### src/rtl/fixed_div_module.sv
// Signed fixed-point divider: out = num / den in Q(32-Q_BITS).Q_BITS.
// Restoring division on magnitudes, one quotient bit per cycle, followed by
// sign fix-up with saturation and a single write into the output FIFO.
module fixed_div_module #(
    parameter int unsigned Q_BITS = 16
) (
    input  logic        clock,
    input  logic        reset_n,
    input  logic [31:0] num,
    input  logic        num_empty,
    input  logic [31:0] den,
    input  logic        den_empty,
    output logic        in_rd_en,
    output logic [31:0] out,
    output logic        out_dbz,
    input  logic        out_full,
    output logic        out_wr_en
);

    localparam int unsigned ITER  = 32 + Q_BITS;
    localparam int unsigned CNT_W = $clog2(ITER);

    typedef enum logic [1:0] {StIdle, StDiv, StFix, StWrite} state_e;

    state_e            r_state;
    state_e            w_state_next;

    logic              r_sign;
    logic              r_nsign;
    logic              r_den_zero;
    logic [32:0]       r_den_abs;
    logic [ITER-1:0]   r_dividend;
    logic [ITER-1:0]   r_quot;
    logic [32:0]       r_rem;
    logic [CNT_W-1:0]  r_count;

    logic              w_pop;
    logic [31:0]       w_num_abs;
    logic [31:0]       w_den_abs;
    logic [33:0]       w_rem_shift;
    logic              w_ge;
    logic [31:0]       w_fix_out;
    logic              w_fix_dbz;

    // Magnitudes as unsigned 32-bit values; -2^31 maps to 0x80000000 exactly.
    assign w_num_abs   = num[31] ? (~num + 32'd1) : num;
    assign w_den_abs   = den[31] ? (~den + 32'd1) : den;

    assign w_rem_shift = {r_rem, r_dividend[ITER-1]};
    assign w_ge        = (w_rem_shift >= {1'b0, r_den_abs});

    // State register
    always_ff @(posedge clock or negedge reset_n) begin
        if (!reset_n) begin
            r_state <= StIdle;
        end else begin
            r_state <= w_state_next;
        end
    end

    // Next-state logic
    always_comb begin
        w_state_next = r_state;
        unique case (r_state)
            StIdle:  if (w_pop) w_state_next = (den == 32'd0) ? StFix : StDiv;
            StDiv:   if (r_count == CNT_W'(ITER - 1)) w_state_next = StFix;
            StFix:   w_state_next = StWrite;
            StWrite: if (!out_full) w_state_next = StIdle;
            default: w_state_next = StIdle;
        endcase
    end

    // Handshake outputs; pop is held off while reset is asserted
    always_comb begin
        w_pop     = reset_n && (r_state == StIdle) && !num_empty && !den_empty;
        in_rd_en  = w_pop;
        out_wr_en = (r_state == StWrite) && !out_full;
    end

    // Sign fix-up with saturation to the signed 32-bit range
    always_comb begin
        w_fix_out = '0;
        w_fix_dbz = 1'b0;
        if (r_den_zero) begin
            w_fix_dbz = 1'b1;
            w_fix_out = r_nsign ? 32'h8000_0000 : 32'h7FFF_FFFF;
        end else if (!r_sign) begin
            w_fix_out = (r_quot > ITER'(32'h7FFF_FFFF)) ? 32'h7FFF_FFFF : r_quot[31:0];
        end else begin
            w_fix_out = (r_quot > ITER'(32'h8000_0000)) ? 32'h8000_0000
                                                         : (~r_quot[31:0] + 32'd1);
        end
    end

    // Datapath: operand capture, restoring steps, result register
    always_ff @(posedge clock or negedge reset_n) begin
        if (!reset_n) begin
            r_sign     <= 1'b0;
            r_nsign    <= 1'b0;
            r_den_zero <= 1'b0;
            r_den_abs  <= '0;
            r_dividend <= '0;
            r_quot     <= '0;
            r_rem      <= '0;
            r_count    <= '0;
            out        <= '0;
            out_dbz    <= 1'b0;
        end else begin
            unique case (r_state)
                StIdle: begin
                    if (w_pop) begin
                        r_sign     <= num[31] ^ den[31];
                        r_nsign    <= num[31];
                        r_den_zero <= (den == 32'd0);
                        r_den_abs  <= {1'b0, w_den_abs};
                        r_dividend <= {w_num_abs, {Q_BITS{1'b0}}};
                        r_quot     <= '0;
                        r_rem      <= '0;
                        r_count    <= '0;
                    end
                end
                StDiv: begin
                    r_rem      <= w_ge ? 33'(w_rem_shift - {1'b0, r_den_abs})
                                       : 33'(w_rem_shift);
                    r_quot     <= {r_quot[ITER-2:0], w_ge};
                    r_dividend <= r_dividend << 1;
                    r_count    <= r_count + CNT_W'(1);
                end
                StFix: begin
                    out     <= w_fix_out;
                    out_dbz <= w_fix_dbz;
                end
                default: begin
                end
            endcase
        end
    end

endmodule

### config.mk
export PLATFORM = sky130hd
export DESIGN_NAME = fixed_div_module
export DESIGN_NICKNAME = d
export VERILOG_FILES = /design/src/rtl/fixed_div_module.sv
export SDC_FILE = /design/constraint.sdc
export NUM_CORES = 1
export LEC_CHECK = 0
export ABC_AREA = 1
export CORE_MARGIN = 2
export CORE_UTILIZATION = 41
export DETAILED_ROUTE_END_ITERATION = 10
export PLACE_DENSITY_LB_ADDON = 0.3
export SETUP_SLACK_MARGIN = 0.3
export SLEW_MARGIN = 20
export SYNTH_ARGS = -nofsm -noshare
export SYNTH_HDL_FRONTEND = slang
export SYNTH_SLANG_ARGS = --single-unit
export TNS_END_PERCENT = 10
### constraint.sdc
create_clock -name clock -period 2.9 [get_ports clock]
set_input_delay 0.29 -clock clock [delete_from_list [all_inputs] [get_ports clock]]
set_output_delay 0.29 -clock clock [all_outputs]
set_load 0.03 [all_outputs]
# Word level (Yosys, flattened, before mapping)
# Index checks and enable logic that the tools add are counted.
[classes] n_addsub=5 eq_ne=7 n_bitwise=4 n_mux=22 shifts=0 order_cmp=3 div=0 reduce_logical=13 multipliers=0
[op_table] operator="2-to-1 mux 32 bit" count=7
[op_table] operator="case mux 48 bit (2 select lines)" count=2
[op_table] operator="adder 32 x 1 -> 32 bit (second input constant)" count=3
[op_table] operator="2-to-1 mux 48 bit" count=2
[op_table] operator="NOT 32 bit" count=3
[op_table] operator="2-to-1 mux 33 bit" count=2
[op_table] operator="case mux 33 bit (2 select lines)" count=1
[op_table] operator="> comparator 48 x 31 -> 1 bit (second input constant)" count=1
[op_table] operator="> comparator 48 x 32 -> 1 bit (second input constant)" count=1
[op_table] operator=">= comparator 34 x 32 -> 1 bit" count=1
[op_table] operator="subtractor 33 x 32 -> 33 bit" count=1
[op_table] operator="zero test 32 bit" count=1
[op_table] operator="case mux 6 bit (2 select lines)" count=1
[op_table] operator="2-to-1 mux 2 bit" count=4
[op_table] operator="case mux 2 bit (4 select lines)" count=1
[op_table] operator="adder 6 x 1 -> 6 bit (second input constant)" count=1
[op_table] operator="equality test 6 bit (second input constant)" count=1
[op_table] operator="2-to-1 mux 6 bit" count=1
[op_table] operator="!= test 2 bit (second input constant)" count=3
[op_table] operator="equality test 2 bit (second input constant)" count=2
[op_table] operator="logical AND 1 bit" count=4
[op_table] operator="AND reduction 2 bit" count=2
[op_table] operator="zero test 1 bit" count=3
[op_table] operator="AND reduction 3 bit" count=1
[op_table] operator="5 further kinds" count=5
[totals] n_memories=0 in_bits=69 ram_bits=0 latch_bits=0 regBits=205 romBits=0

# Longest topological paths before layout
# Gate-level depths: netlist of the first run.
[depth] ltp_word=6 ltp_mapped=16 mapped_depth_nobuf=16

# Worst setup path before layout of the first run
# OpenSTA, ideal clock, no wires.
[synth_timing] kind="register to register" from="register r_den_abs[0]" to="register r_rem[25]" arrival_ns=1.909 path_slack_ns=0.873 path_stages_with_launch=14 setup_time_ns=0.118 path_cell_list="dfrtp_1 ha_1 fa_1 inv_1 nand3_1 nand3_1 nand2_1 nand2_1 nand2_2 nand3_2 buf_6 nand2_1 nand3_1 nand2_1"
[synth_between] elab_chain_len=3 word_cells_on_any_way=4
[synth_lines] item="start, declared" line_no="31" source="logic [32:0] r_den_abs;"
[synth_lines] item="start signal, assigned" line_no="115" source="r_den_abs <= {1'b0, w_den_abs};"
[synth_lines] item="subtractor 33 x 32 -> 33 bit / >= comparator 34 x 32 -> 1 bit (equally long branches)" line_no="123, 50"
[synth_lines] item="2-to-1 mux 33 bit (*)" line_no="123" source="r_rem <= w_ge ? 33'(w_rem_shift - {1'b0, r_den_abs})"
[synth_lines] item="case mux 33 bit (2 select lines) (*)" line_no="109" source="unique case (r_state)"
[synth_lines] item="end signal, assigned" line_no="123"
[synth_lines] item="end, declared" line_no="34" source="logic [32:0] r_rem;"
# Every way passes the cells marked *; elsewhere a longest branch is shown, timed or not.
# A chain may end at the register's enable or synchronous reset.

# Final worst setup path of the first run
[layout_timing] from="register r_state[1]" to="register r_quot[24]"
[layout_between] elab_chain_len=6 word_cells_on_any_way=9
[layout_lines] item="start, declared" line_no="25" source="state_e r_state;"
[layout_lines] item="start signal, assigned" line_no="55" source="r_state <= StIdle;"
[layout_lines] item="start signal, assigned" line_no="57" source="r_state <= w_state_next;"
[layout_lines] item="zero test 2 bit" line_no="75, 109"
[layout_lines] item="logical AND 1 bit (3 in series)" line_no="75" source="w_pop = reset_n && (r_state == StIdle) && !num_empty && !den_empty;"
[layout_lines] item="!= test 2 bit (no source line)"
[layout_lines] item="AND reduction 2 bit (no source line)"
[layout_lines] item="end signal, assigned" line_no="125" source="r_quot <= {r_quot[ITER-2:0], w_ge};"
[layout_lines] item="end, declared" line_no="33" source="logic [ITER-1:0] r_quot;"
# Several ways; a longest one is shown, not always the timed one.

==> results of run 1 <==
[power by group]
part           switching, mW  internal (mW)
logic                   6.63           3.54
registers              0.552           3.58
clock network           1.20           1.23
total                   8.38           8.35
[repair_timing]
item                       4_1_cts  5_1_grt
setup endpoints to repair        1       67
resized for setup                1        4
setup buffers                    0        0
hold endpoints to repair        11        0
hold buffers                     1        0
[path summary, 6_finish.rpt]
check / from / to / slack, ns / cells after the start
max: r_state[1] / r_quot[24] / 0.43 / 9
min reg2reg: r_dividend[29] / r_dividend[29] / 0.48 / 2
min in group clock: num[0] / r_dividend[16] / 0.47 / 3
max reg2reg: r_state[1] / r_quot[24] / 0.43 / 9
max in group asynchronous: reset_n / r_dividend[41] / 1.49 / 3
min: reset_n / out[17] / 0.25 / 2
[sequential cells by signal (all words and copies together) (netlist names)]
| register | count |
|---|---|
| out | 32 |
| out_dbz | 1 |
| r_count | 6 |
| r_den_abs | 32 |
| r_den_zero | 1 |
| r_dividend | 32 |
| r_nsign | 1 |
| r_quot | 48 |
| r_rem | 33 |
| r_sign | 1 |
| r_state | 2 |
[placed cells by master (no fill, tap or decap), types with 4 or more instances in the layout]
cell type / count
clkdlybuf4s50_1: 101
nand4_1: 49
o21ai_0: 111
o221ai_1: 4
inv_8: 5
o21bai_1: 27
xor2_1: 42
nand2_2: 4
o22ai_1: 52
xnor2_1: 16
nor2_2: 7
nor2_1: 240
inv_1: 295
clkbuf_16: 17
or2_2: 8
inv_6: 4
a21oi_1: 67
o211ai_1: 11
a21oi_2: 21
nor3_1: 19
ha_1: 40
nand2_1: 633
buf_4: 23
nand3_1: 123
dfrtp_1: 189
nand3b_1: 15
and2_1: 6
[cell type report]
| cell class | instances | area, sq um |
|---|---|---|
| Antenna cell | 1 | 2.502 |
| Clock buffer | 17 | 425.4 |
| Clock inverter | 15 | 166.4 |
| Fill cell | 3332 | 16870 |
| Inverter | 299 | 1122 |
| Multi-Input combinational cell | 1522 | 7545 |
| Sequential cell | 189 | 4730 |
| Tap cell | 442 | 553.0 |
| Timing Repair Buffer | 131 | 1290 |
[metrics by stage]
stage	area (sq um)	hold WS [ns]	setup WS [ns]
6_report	15830	0.2497	0.4265
3_3_place_gp	15210	0.1593	0.3944
2_1_floorplan	13700	-0.005591	0.8726
4_1_cts	15820	0.2390	0.3521
3_5_place_dp	15210	0.1564	0.2791
5_1_grt	15830	0.2353	0.2337
[cell families (layout without fill, tap and decap cells)]
group	after synthesis	in the layout	synth area share
buffers and inverters	373	462	0.1065
other	0	1	0
adder cells (fa/ha/maj)	41	41	0.03800
AO/OA/AOI/OAI	307	307	0.1331
AND/OR/NAND/NOR	1116	1116	0.3400
XOR/XNOR	58	58	0.03709
flip-flops	189	189	0.3453
[layer usage]
layer	vias to the layer above	share of wire	GRT usage	routed length [microns]
met2	457	0.42	0.3457	16790
li1	6785	-	-	-
met3	50	0.075	0.05210	3016
met1	6216	0.49	0.3401	19440
met4	2	0.019	0.06716	749
met5	-	0.00032	0.001374	13
==> key figures, run 1 <==
Job
  – Max_cap viols: 0

Setup path
  – Buf/Inv on CP: 4
  – Critical path class: reg2reg
  – Critical path, cell by cell: inv_1 > ha_1 > nand2_1 > nor3_4 > inv_2 > o21ai_4 > buf_4 > buf_4 > o22ai_1
  – Crit path largest cell delay: 0.50 ns
  – CP required: 3.22 ns
  – Crit-path max FO: 47
  – Top delay family on crit path: buffers and inverters
  – Most frequent CP cell: buf_4
  – CP endpoint kind: flip-flop
  – Setup crit start kind: flip-flop
  – WP data arrival: 2.79 ns
  – CP max-delay cell: buf_4

STA
  – Slew margin rel.: 0.3825
  – RSZ-0062 raised after global routing: true
  – Crit share post-route: 0.8529
  – Final setup violation count: 0
  – Setup TNS: 0 ns
  – Fmax: 404.3 MHz
  – Min Tclk post-route: 2.474 ns
  – Final Skew: 0.01372 ns
  – Worst-Margin Slew: 0.9263 ns
  – Pins over their slew limit: 0
  – Final Hold Fails: 0

Clocking
  – Clk Latency, worst-skew pair: 0.46 ns
  – H-tree levels: 4
  – Cts bufs inserted: 17
  – Clock Sinks: 189
  – Root Driver: clkbuf_16
  – Clock tree buffer depth: 2
  – Clock-pin slew on the worst setup and hold paths: 0.08 ns
  – CTS tree: yes

Yosys
  – Synth area leaders: dfrtp_1 35%, nand2_1 17%, inv_1 8.1%
  – Syn Std Cell Area: 13700 sq um
  – Synth Flop Type: dfrtp_1
  – Yosys top cell by area: dfrtp_1
  – Seq/Total Area, Yosys: 0.3453
  – Yosys reg bits: 189
  – Post-synth top area share: 0.3453
  – Cells after Synth: 2084
  – Syn Nets: 2194
  – Ys Warns: 0
  – Post-synth EDFFs: 0
  – Post-synth cell types: 46
  – Post-synth top cells: 633 x nand2_1, 295 x inv_1, 244 x nor2_1
  – Synth Area per Inst: 6.572 sq um
  – Asr flop ratio synth: 1.000
  – Dominant cell by count in the synthesized netlist: nand2_1

Global routing
  – Antenna violations before repair: 2
  – Largest net degree at the start of global routing: 109
  – Grt total ovfl: 0
  – All-layer global routing usage: 0.2336
  – First-pass GRT wire length: 66.23 mm
  – Vias in the first global route: 12680

Pwr
  – Tot Pwr: 16.74 mW
  – Worst vdd ir: 0.5856 mV
  – Leakage power: 8.104 nW
  – Pwr dens: 1057 nW/um^2

Worst hold path
  – Type of the tightest min-delay check: in2async

Floorplan
  – Core box area: 32700 sq um
  – I/O pins: 104
  – Die Height: 186.8 microns
  – Die area: 34880 sq um
  – Die W: 186.8 microns
  – Rows: 66
  – Starting density of the core: 0.4188

Place
  – Routability congestion estimate: 0.9325
  – Dpl hpwl: 29.46 mm
  – Inst Count DP: 2582
  – Port bufs: 103

Routing
  – Via count: 13510
  – WL final: 40.01 mm
  – Drt first pass iters: 6
  – # DRC: 0
  – Vias per cell: 5.164
  – Post-route ant nets: 0
  – Routed WL per cell: 15.29 microns
  – Initial drt markers: 1138

Finish
  – Nets: 2270
  – Share of layout cells above drive strength 1: 0.05292
  – P&R area growth vs syn: 15.60%
  – Non-filler instance count after layout: 2616
  – Fin util: 0.4842

Outcome
  – Status: completed
Power figures use the tool's default switching activity.
==> run 2, diff against run 1 <==
- ABC_AREA: 1 -> not set
- CAP_MARGIN: not set -> 0
- clock period: 2.9 -> 2.1 ns (I/O delays scaled with it)
==> run 2 against run 1 <==
  * The flow now finishes with violations (negative hold slack, negative setup slack)
  * Register-to-register slack worse by 1.2 ns
  * Power is 61% higher
  * Non-clock buffer count is 285 higher
  * Hold slack worse by 0.33 ns
  * Global-route usage shrank 1.4 points
  * Critical endpoint is now r_rem[23]
==> key figures, run 2 <==
Pwr
  – Sequential Power Share: 0.217
  – Switching share of power: 0.4338
  – Leakage power: 7.534 nW
  – NetSw: 11.71 mW
  – Worst vdd ir: 0.7771 mV
  – Clk network pwr share: 0.117
  – Comb pwr share: 0.666
  – Pwr dens: 1639 nW/um^2
  – Internal Power: 15.29 mW

Place
  – Post-DP Area: 15240 sq um
  – Routability congestion estimate: 0.8790
  – Dpl hpwl: 23.09 mm
  – Setup Slack @ Placement: -1.115 ns
  – Port bufs: 103

Finish
  – Share of layout cells above drive strength 1: 0.2708
  – Nets: 1781
  – Antenna diodes: 0
  – Register bank with the most flops: r_quot
  – Fill cells: 2467
  – Largest register FFs: 48
  – Most common cell after layout, fill and taps aside: buf_4
  – Fin area: 16470 sq um
  – Top flop regs: r_quot (48), r_rem (33)
  – P&R area growth vs syn: 42.24%
  – Fin util: 0.5930
  – Most frequent cells in the layout: 296 x buf_4, 189 x dfrtp_1, 158 x nand2_1

Yosys
  – Post-synth cell types: 73
  – Cells after Synth: 1314
  – Synth Flop Type: dfrtp_1
  – Dominant cell by count in the synthesized netlist: dfrtp_1
  – Syn Nets: 1424
  – Synth Area per Inst: 8.815 sq um
  – Yosys reg bits: 189
  – Yosys top cell by area: dfrtp_1
  – Seq/Total Area, Yosys: 0.4083
  – Ys Warns: 0
  – Synth area leaders: dfrtp_1 41%, o21ai_0 7.0%, nand2_1 5.2%
  – Asr flop ratio synth: 1.000
  – Syn Std Cell Area: 11580 sq um
  – Post-synth EDFFs: 0
  – Post-synth top area share: 0.4083
  – Post-synth top cells: 189 x dfrtp_1, 161 x nand2_1, 161 x o21ai_0

Clocking
  – Clock Sinks: 189
  – Clk Latency, worst-skew pair: 0.43 ns
  – Root Driver: clkbuf_16
  – Cts bufs inserted: 17
  – Clock-pin slew on the worst setup and hold paths: 0.07 ns
  – H-tree levels: 4
  – Clock tree buffer depth: 2
  – CTS tree: yes

Routing
  – Vias per cell: 5.378
  – Drt first pass iters: 5
  – Post-route ant nets: 0
  – Initial drt markers: 705
  – Routed WL per cell: 15.34 microns
  – Via count: 11090
  – # DRC: 0
  – WL final: 31.63 mm

Setup path
  – Critical path class: reg2reg
  – CP endpoint kind: flip-flop
  – WP data arrival: 3.16 ns
  – CP endpoint: r_rem[23]
  – Crit-path max FO: 12
  – R2R Path Start: r_den_abs[0]
  – CP required: 2.40 ns
  – Setup crit start kind: flip-flop
  – FF-to-FF path depth: 12
  – Reg2reg setup slack: -0.76 ns
  – Critical Path Source: r_den_abs[0]
  – Crit Reg-Reg Endpoint: r_rem[23]

Global routing
  – Vias in the first global route: 11070
  – Antenna violations before repair: 0
  – Grt total ovfl: 0
  – All-layer global routing usage: 0.2197
  – First-pass GRT wire length: 53.03 mm
  – Largest net degree at the start of global routing: 157

STA
  – Pins over their slew limit: 0
  – Min Tclk post-route: 2.860 ns
  – Slew margin rel.: 0.3477
  – RSZ-0062 raised after global routing: true
  – Min Hold Slack: -0.07700 ns
  – Worst-Margin Slew: 0.9784 ns
  – Fmax: 349.7 MHz
  – Final setup violation count: 82
  – Crit share post-route: 1.362
  – Final Hold Fails: 13
  – Final Skew: 0.01288 ns
  – Worst setup margin: -0.7598 ns

Floorplan
  – Rows: 61
  – Core box area: 27780 sq um
  – Die area: 29610 sq um
  – I/O pins: 104
  – Die W: 172.1 microns
  – Starting density of the core: 0.4169
  – Die Height: 172.1 microns

Outcome
  – Failing checks: negative hold slack, negative setup slack
  – Status: complete, but fails checks

Worst hold path
  – Type of the tightest min-delay check: in2async

Job
  – Max_cap viols: 0
## run 2: how the worst min path moves through the flow
stage,slack (ns),end,cells past startpoint
detailed placement,0.36,r_count[0],2
CTS,0.08,r_quot[31],2
global route,0.09,r_rem[0],2
finish,-0.08,r_rem[0],2
floorplan,-0.09,out[0],0
global placement,0.35,r_count[0],2
## run 2: through the flow
stage | TNS (ns) | total power, mW | std cells
3_3_place_gp | -73.58 | 22.39 | 2026
4_1_cts | -43.34 | 26.56 | 2060
3_5_place_dp | -78.48 | 22.84 | 2026
2_1_floorplan | -46.92 | 15.91 | 1314
6_report | -38.72 | 27.00 | 2062
5_1_grt | -48.02 | 29.24 | 2062
## run 2: worst max-delay path, stage by stage, from the launching register on
cell and delay (ns):
dfrtp_1 0.38, ha_2 0.20, fa_2 0.34, nand2b_4 0.17, a211oi_4 0.22, o211ai_1 0.13
buf_4 0.17, a21oi_4 0.16, a31oi_4 0.11, o311a_4 0.38, buf_12 0.17, a32oi_2 0.22
o31ai_2 0.09
## run 2: power by group through the flow
stage | combinational, mW | sequential (mW) | clock [mW]
after floorplan | 9.49 | 6.42 | 0
after global placement | 16.6 | 5.83 | 0
after detailed placement | 16.9 | 5.89 | 0
after CTS | 17.5 | 5.84 | 3.25
after global routing | 19.8 | 6.02 | 3.40
final | 18.0 | 5.85 | 3.17
## run 2: kinds of logic (layout without fill, tap and decap cells)
family,count (synthesis),count (layout),synth area share
compound gates,438,438,0.2442
mux,24,24,0.02096
buf+inv,125,495,0.04073
fa+ha+maj,41,41,0.04494
flops,189,189,0.4083
xor+xnor,91,91,0.06881
simple gates,406,406,0.1720
## run 2: final cells by class
| class | instances | area [sq um] | area share |
|---|---|---|---|
| inverter | 47 | 180.2 | 0.01094 |
| multi-input combinational | 1000 | 6990 | 0.4243 |
| clock buffer | 20 | 456.7 | 0.02772 |
| tap | 378 | 473.0 | 0.02871 |
| clock inverter | 12 | 122.6 | 0.007443 |
| timing repair buffer | 416 | 3522 | 0.2138 |
| sequential | 189 | 4730 | 0.2871 |
## run 2: routing by layer
layer	global-route usage	vias up	share of wire	wire, microns
met2	0.3861	213	0.49	15510
met3	0.02724	40	0.030	940
li1	-	5502	-	-
met1	0.2836	5335	0.46	14520
met4	0.06577	0	0.021	665
met5	0	-	0	0
## run 2: what timing repair did
| item | 4_1_cts | 5_1_grt |
|---|---|---|
| gates cloned | 0 | 1 |
| hold endpoints to repair | 33 | 0 |
| resized for setup | 109 | 58 |
| hold buffers | 1 | 0 |
| setup endpoints to repair | 166 | 119 |
| pin swaps | 36 | 34 |
| buffers inserted | 1 | 1 |
